===== src/rtl/pipelined_mul_param.sv =====
// Parameterised pipelined shift-add multiplier with a signed/unsigned mode per transaction,
// a valid/ready handshake that stalls the whole pipe, and a sideband tag carried alongside.

module pipelined_mul_stage #(
  parameter int W    = 32,
  parameter int K    = 4,
  parameter int LO   = 0,
  parameter bit LAST = 1'b0
) (
  input  logic         sgn,
  input  logic [W-1:0] a_ext,
  input  logic [K-1:0] b_bits,
  input  logic [W-1:0] acc_in,
  output logic [W-1:0] acc_out
);
  // The MSB of a two's complement multiplier carries weight -2^(M-1), so it subtracts.
  always_comb begin
    acc_out = acc_in;
    for (int j = 0; j < K; j++) begin
      if (b_bits[j]) begin
        if (LAST && (j == K - 1) && sgn) acc_out = acc_out - (a_ext << (LO + j));
        else                             acc_out = acc_out + (a_ext << (LO + j));
      end
    end
  end
endmodule

module pipelined_mul_param #(
  parameter int N      = 16,
  parameter int M      = 16,
  parameter int STAGES = 4,
  parameter int TAG_W  = 4
) (
  input  logic             clk,
  input  logic             rst,
  input  logic             in_valid,
  output logic             in_ready,
  input  logic             in_signed,
  input  logic [N-1:0]     multiplicand,
  input  logic [M-1:0]     multiplier,
  input  logic [TAG_W-1:0] in_tag,
  output logic             out_valid,
  input  logic             out_ready,
  output logic [N+M-1:0]   Product,
  output logic [TAG_W-1:0] out_tag
);
  localparam int W = N + M;
  localparam int K = (STAGES > 0) ? M / STAGES : 1;

  if (N < 2 || M < 2 || TAG_W < 1 || STAGES < 1 || STAGES > M || (M % STAGES) != 0) begin : g_bad_params
    $error("pipelined_mul_param: illegal N/M/STAGES/TAG_W combination");
  end

  // Slot 0 only captures operands; slots 1..STAGES each retire K multiplier bits.
  logic                               adv;
  logic [STAGES:0]                    vld_q, vld_d;
  logic [STAGES:0][TAG_W-1:0]         tag_q, tag_d;
  logic [STAGES-1:0]                  sgn_q, sgn_d;
  logic [STAGES-1:0][W-1:0]           a_q, a_d;
  logic [STAGES-1:0][M-1:0]           b_q, b_d;
  logic [STAGES:1][W-1:0]             acc_q, acc_d, acc_nx;

  assign adv       = !vld_q[STAGES] || out_ready;
  assign in_ready  = adv;
  assign out_valid = vld_q[STAGES];
  assign Product   = acc_q[STAGES];
  assign out_tag   = tag_q[STAGES];

  for (genvar i = 1; i <= STAGES; i++) begin : g_stage
    logic [W-1:0] acc_in;
    if (i == 1) begin : g_first
      assign acc_in = '0;
    end else begin : g_rest
      assign acc_in = acc_q[i-1];
    end
    pipelined_mul_stage #(.W(W), .K(K), .LO((i - 1) * K), .LAST(i == STAGES)) u_stage (
      .sgn    (sgn_q[i-1]),
      .a_ext  (a_q[i-1]),
      .b_bits (b_q[i-1][K-1:0]),
      .acc_in (acc_in),
      .acc_out(acc_nx[i])
    );
  end

  // Datapath slots load only behind a valid entry, so a bubble leaves Product untouched.
  always_comb begin
    vld_d = vld_q;
    tag_d = tag_q;
    sgn_d = sgn_q;
    a_d   = a_q;
    b_d   = b_q;
    acc_d = acc_q;
    if (adv) begin
      vld_d[0] = in_valid;
      if (in_valid) begin
        sgn_d[0] = in_signed;
        a_d[0]   = in_signed ? {{M{multiplicand[N-1]}}, multiplicand} : {{M{1'b0}}, multiplicand};
        b_d[0]   = multiplier;
        tag_d[0] = in_tag;
      end
      for (int i = 1; i <= STAGES; i++) begin
        vld_d[i] = vld_q[i-1];
        if (vld_q[i-1]) begin
          tag_d[i] = tag_q[i-1];
          acc_d[i] = acc_nx[i];
        end
      end
      for (int i = 1; i < STAGES; i++) begin
        if (vld_q[i-1]) begin
          sgn_d[i] = sgn_q[i-1];
          a_d[i]   = a_q[i-1];
          b_d[i]   = b_q[i-1] >> K;
        end
      end
    end
  end

  always_ff @(posedge clk or posedge rst) begin
    if (rst) begin
      vld_q <= '0;
      tag_q <= '0;
      sgn_q <= '0;
      a_q   <= '0;
      b_q   <= '0;
      acc_q <= '0;
    end else begin
      vld_q <= vld_d;
      tag_q <= tag_d;
      sgn_q <= sgn_d;
      a_q   <= a_d;
      b_q   <= b_d;
      acc_q <= acc_d;
    end
  end
endmodule


===== config.mk =====
export PLATFORM = sky130hd
export DESIGN_NAME = pipelined_mul_param
export DESIGN_NICKNAME = d
export VERILOG_FILES = /design/src/rtl/pipelined_mul_param.sv
export SDC_FILE = /design/constraint.sdc
export NUM_CORES = 2
export LEC_CHECK = 0
export CAP_MARGIN = 20
export CORE_MARGIN = 2
export CORE_UTILIZATION = 39
export DETAILED_ROUTE_END_ITERATION = 12
export HOLD_SLACK_MARGIN = 0.12
export PLACE_DENSITY = 0.56
export SLEW_MARGIN = 15
export SYNTH_ARGS = -nofsm -noshare
export SYNTH_HDL_FRONTEND = slang
export SYNTH_SLANG_ARGS = --single-unit

===== constraint.sdc =====
create_clock -name clk -period 7.45 [get_ports clk]
set_clock_uncertainty 0.05 [all_clocks]
set_input_delay 0.745 -clock clk [delete_from_list [all_inputs] [get_ports clk]]
set_output_delay 0.745 -clock clk [all_outputs]
set_load 0.02 [all_outputs]

# Word level (Yosys, flattened, before mapping)
# Cells that the tools add are included.
word_totals:
  ff_bits: 301
  inputBits: 41
  out_inout_bits: 38
  word_cells: 63
op_classes:
  n_addsub: 16
  mux: 18
  n_reduce_logical: 7
op_table:
  columns: ["cell", "count"]
  rows:
  - ["$mux W32", 18]
  - ["$add A32 B32 Y32", 15]
  - ["$sub A32 B32 Y32", 1]
  - ["$reduce_and A2 Y1", 5]
  - ["$logic_not A1 Y1", 1]
  - ["$logic_or A1 B1 Y1", 1]

# Depth between registers and ports, before layout
depth:
  ltp_word: 9
  depth_mapped: 40
  depth_no_buf: 40

# Cells and area by module
# From an unflattened synthesis, not the netlist that was laid out.
hier_totals:
  hier_cells: 3779
  area_unflattened_um2: 33672.3
modules_own_cells:
  columns: ["module", "n_inst", "cells_each", "area_per_inst_um2", "seq_area_each_um2"]
  rows:
  - ["pipelined_mul_param", 1, 574, 10139.7, 6631.4]
  - ["pipelined_mul_stage at g_stage[1].u_stage", 1, 1020, 7352.1, 0.0]
  - ["pipelined_mul_stage at g_stage[2].u_stage", 1, 859, 6363.6, 0.0]
  - ["pipelined_mul_stage at g_stage[3].u_stage", 1, 723, 5295.1, 0.0]
  - ["pipelined_mul_stage at g_stage[4].u_stage", 1, 603, 4521.8, 0.0]

# Worst setup path before layout
# OpenSTA, ideal clock, no wires.
synth_timing:
  kind: "reg2reg"
  startpoint: "reg a_q[58] (netlist name)"
  endpoint: "reg acc_q (netlist bit g_stage[3].acc_in[31])"
  setup_ns: 0.095
  t_arrival_ns: 7.351
  required_time_ns: 7.305
  setup_slack_ns: -0.047
  stages_incl_launch_ff: 33
  n_path_buf: 0
  synth_period_minus_slack_ns: 7.497
  cell_sequence: "dfrtp_1 > ha_1 > a21o_1 > a21o_1 > a21oi_1 > inv_1 > o21ai_0 > nor2_1 > nor3_1 > ha_1 > a21o_1 > a21o_1 > a21o_1 > a21o_1 > a21o_1 > a221oi_1 > xor2_1 > a21oi_1 > ha_1 > nand2_1 > nor3_1 > a221oi_1 > o31ai_1 > mux2i_1 > a211o_1 > ha_1 > and3_1 > a211oi_1 > nand3b_1 > nand4_1 > a211oi_1 > nor3_1 > o31ai_1"
synth_via:
  elab_chain_len: 8
synth_lines:
  columns: ["item", "line_no", "source"]
  rows:
  - ["from (decl)", "59", "logic [STAGES-1:0][W-1:0] a_q, a_d;"]
  - ["from (signal assigned)", "123", "a_q <= '0;"]
  - ["from (signal assigned)", "130", "a_q <= a_d;"]
  - ["$add A32 B32 Y32", "22", "else acc_out = acc_out + (a_ext << (LO + j));"]
  - ["$mux W32", "20", "if (b_bits[j]) begin"]
  - ["$add A32 B32 Y32", "22", null]
  - ["$mux W32 *", "20", null]
  - ["$add A32 B32 Y32", "22", null]
  - ["$mux W32 *", "20", null]
  - ["$add A32 B32 Y32", "22", null]
  - ["$mux W32 *", "20", null]
  - ["to (signal assigned)", "125", "acc_q <= '0;"]
  - ["to (signal assigned)", "132", "acc_q <= acc_d;"]
  - ["to (decl)", "61", "logic [STAGES:1][W-1:0] acc_q, acc_d, acc_nx;"]
# Mark *: on every way between the ends. The rest lies on a longest branch, timed or not.
# A chain may end at the register's enable or synchronous reset.

# Worst setup path after layout
layout_timing:
  startpoint: "reg acc_q (netlist bit g_stage[2].acc_in[4])"
  endpoint: "reg acc_q (netlist bit g_stage[3].acc_in[31])"
layout_via:
  elab_chain_len: 8
layout_lines:
  columns: ["item", "line_no"]
  rows:
  - ["$add A32 B32 Y32", "22"]
  - ["$mux W32 *", "20"]
  - ["$add A32 B32 Y32", "22"]
  - ["$mux W32 *", "20"]
  - ["$add A32 B32 Y32", "22"]
  - ["$mux W32 *", "20"]
  - ["$add A32 B32 Y32", "22"]
  - ["$mux W32 *", "20"]
# Marked as above.

==> results.md <==
* Final worst slack at -0.03373 ns
* Internal reg-to-reg setup slack at -0.03 ns
* Most numerous cell on the critical path: a21o_1
* Status: complete, but fails checks
* Synth area leaders: dfrtp_1, ha_1, nand2_1
* Reg-to-Reg Start: g_stage[2].acc_in[4]$_DFFE_PP0P_
* Number of global-route vias before repair at 27390
* Area of the multi-input gates at 23590 um2
* Syn nets at 4103
* Layout area overhead at 29.94%
* CTS max path bufs at 3
* Number of synthesized register bits at 265
* Total GRT Usage at 21.73%
* Hold buffers post-CTS at 0
* Horiz. Die Dim at 278.8 um
* Grt ovf at 0
* Routability congestion estimate at 0.8894
* Max_cap viols at 0
* Crit-path max cell delay at 0.41 ns
* EDFF count, synth at 0
* Max Clk Rate at 133.6 MHz
* Final Setup Violations at 1
* Reg-to-reg endpoint: g_stage[3].acc_in[31]$_DFFE_PP0P_
* CP Max Fanout at 4
* Most frequent cell after synthesis: nand2_1
* Post-synthesis sequential area ratio at 22.52%
* Routed WL per cell at 16.65 um
* CP Class: reg -> reg
* Height of the die at 278.8 um
* Antenna-violating nets left at 0
* Headroom to the max-slew limit at 39.60%
* RSZ-0062 raised after global routing: true
* Worst R2R Path Depth at 37
* Final #Nets at 4668
* Min-Delay Path Class: reg -> reg
* HPWL after DPL at 66920 um
* Clock tree sinks at 265
* Cts bufs inserted at 34
* Pre-Repair DR Iteration Count at 5
* Crit start category: register
* WP data required at 7.85 ns
* Fin. Hold Viols at 0
* Tmin final at 7.484 ns
* Starting Density at 39.49%
* Layout cells sized above 1 at 25.00%
* Main synth FF type: dfrtp_1
* CP Capture Type: register
* First-pass GRT wire length at 140000 um
* Reg area at 6633 um2
* Hold_ws at 0.4059 ns
* H-tree Lvls at 2
* Ant diodes at 0
* Measured slew at the worst slew-check pin at 0.9027 ns
* Buffers on Ports at 78
* FP Rows at 100
* 1st-iter DRT viols at 1265
* WP data arrival at 7.89 ns
* Vias per inst at 5.388
* Clock-pin slew on the worst setup and hold paths at 0.06 ns
* Die area at 77730 um2
* # fillers at 7155
* Initial antenna violation count at 0
* Violated checks: negative setup slack
* Core area at 74570 um2
* Yosys cell types at 102
* Worst-Skew Late Latency at 0.56 ns
* CP max stage cell: dfrtp_1
* FFs w/ async S/R, synth at 100.0%
* Yosys warns at 0
* Largest net degree at the start of global routing at 83
* Top cell type's share of synthesized area at 22.52%
* Most common library cells after synthesis: nand2_1, ha_1, a21oi_1
* Synth Instances at 3709
* HP Start: tag_q[5]$_DFFE_PP0P_
* Detailed Route WL at 87720 um
* Hold Crit Endpoint: tag_q[9]$_DFFE_PP0P_
* Tcrit/Tclk final at 100.5%
* DRC at 0
* Clock Tree Root: clkbuf_16
* Cell taking the most area after synthesis: dfrtp_1
* Mapped Area at 29450 um2
* # IOs at 79
* Synth Area per Inst at 7.940 um2
* Worst Hold Path Cells at 2
* Slew Limit Fails at 0
* CTS tree: built
* Vias post-DR at 28390
## layout by cell type (no fill, tap or decap), types with 78 or more instances in the layout
cell type,instances
a21oi_1,268
ha_1,290
mux2_2,107
o21ai_0,211
nor2_1,212
dfrtp_1,264
xor2_1,98
clkdlybuf4s50_1,78
xnor2_1,169
nand2_1,649
inv_1,126
a21o_1,126
buf_4,566
## cells by family after synthesis
group	count (synthesis)	synth area share, %
multiplexers	182	6.802
adder cells (fa/ha/maj)	353	15.38
AND/OR/NAND/NOR	1236	18.67
flip-flops	265	22.52
buffers and inverters	259	3.424
AO/OA/AOI/OAI	1144	25.13
XOR/XNOR	270	8.076
## how the worst max path moves through the flow
stage / from / to / slack [ns]
floorplan: a_q[32]$_DFFE_PP0P_ / g_stage[3].acc_in[31]$_DFFE_PP0P_ / 0.05
global placement: a_q[33]$_DFFE_PP0P_ / g_stage[3].acc_in[31]$_DFFE_PP0P_ / -0.42
detailed placement: a_q[32]$_DFFE_PP0P_ / g_stage[3].acc_in[31]$_DFFE_PP0P_ / -0.59
CTS: a_q[32]$_DFFE_PP0P_ / g_stage[3].acc_in[31]$_DFFE_PP0P_ / -0.002
global route: g_stage[2].acc_in[4]$_DFFE_PP0P_ / g_stage[3].acc_in[31]$_DFFE_PP0P_ / -0.55
finish: g_stage[2].acc_in[4]$_DFFE_PP0P_ / g_stage[3].acc_in[31]$_DFFE_PP0P_ / -0.03
## worst max-delay path, delay by kind of cell (launching register included)
kind	cells	cell delay, ns
compound gates	21	4.33
xor+xnor	2	0.27
fa+ha+maj	5	1.31
buf+inv	2	0.27
flops	1	0.41
mux	1	0.13
simple gates	6	0.61
## timing repair
item / CTS / global route
buffers inserted: 22 / 53
setup endpoints to repair: 10 / 26
pin swaps: 50 / 204
gates resized for setup: 80 / 271
## state kept, by name, indices dropped and copies added (netlist names)
signal          cells
Product            32
b_q                40
sgn_q               4
g_stage.acc_in     96
tag_q              16
vld_q               5
out_tag             4
a_q                68
## metal layers
layer	track usage, %	vias to the layer above	part of all wire, %
li1	-	14540	-
met1	27.99	13430	46
met2	38.71	320	49
met3	1.858	107	2.2
met4	6.121	0	2.5
met5	0	-	0
## final cells by class
type | count | share of cell area [%]
Multi-Input combinational cell | 3185 | 61.63
Sequential cell | 265 | 17.33
Timing Repair Buffer | 655 | 13.57
Tap cell | 969 | 3.168
Clock buffer | 49 | 2.635
Inverter | 133 | 1.314
Clock inverter | 13 | 0.3433
## per-stage QoR
step | setup TNS (ns) | std cells | worst slack (ns) | utilization (%) | instance area, um2
after floorplan | 0 | 3709 | 0.05115 | - | 29460
after global placement | -0.9633 | 5132 | -0.4160 | 46.57 | 34730
after detailed placement | -1.639 | 5132 | -0.5913 | 46.57 | 34730
after CTS | -0.002364 | 5216 | -0.002364 | 48.84 | 36420
after global routing | -2.242 | 5269 | -0.5470 | 51.32 | 38270
final | -0.03373 | 5269 | -0.03373 | 51.32 | 38270
Power is left out: the tool's default activity adds up to more than one toggle a clock period on the data nets, which glitch-free logic cannot reach.
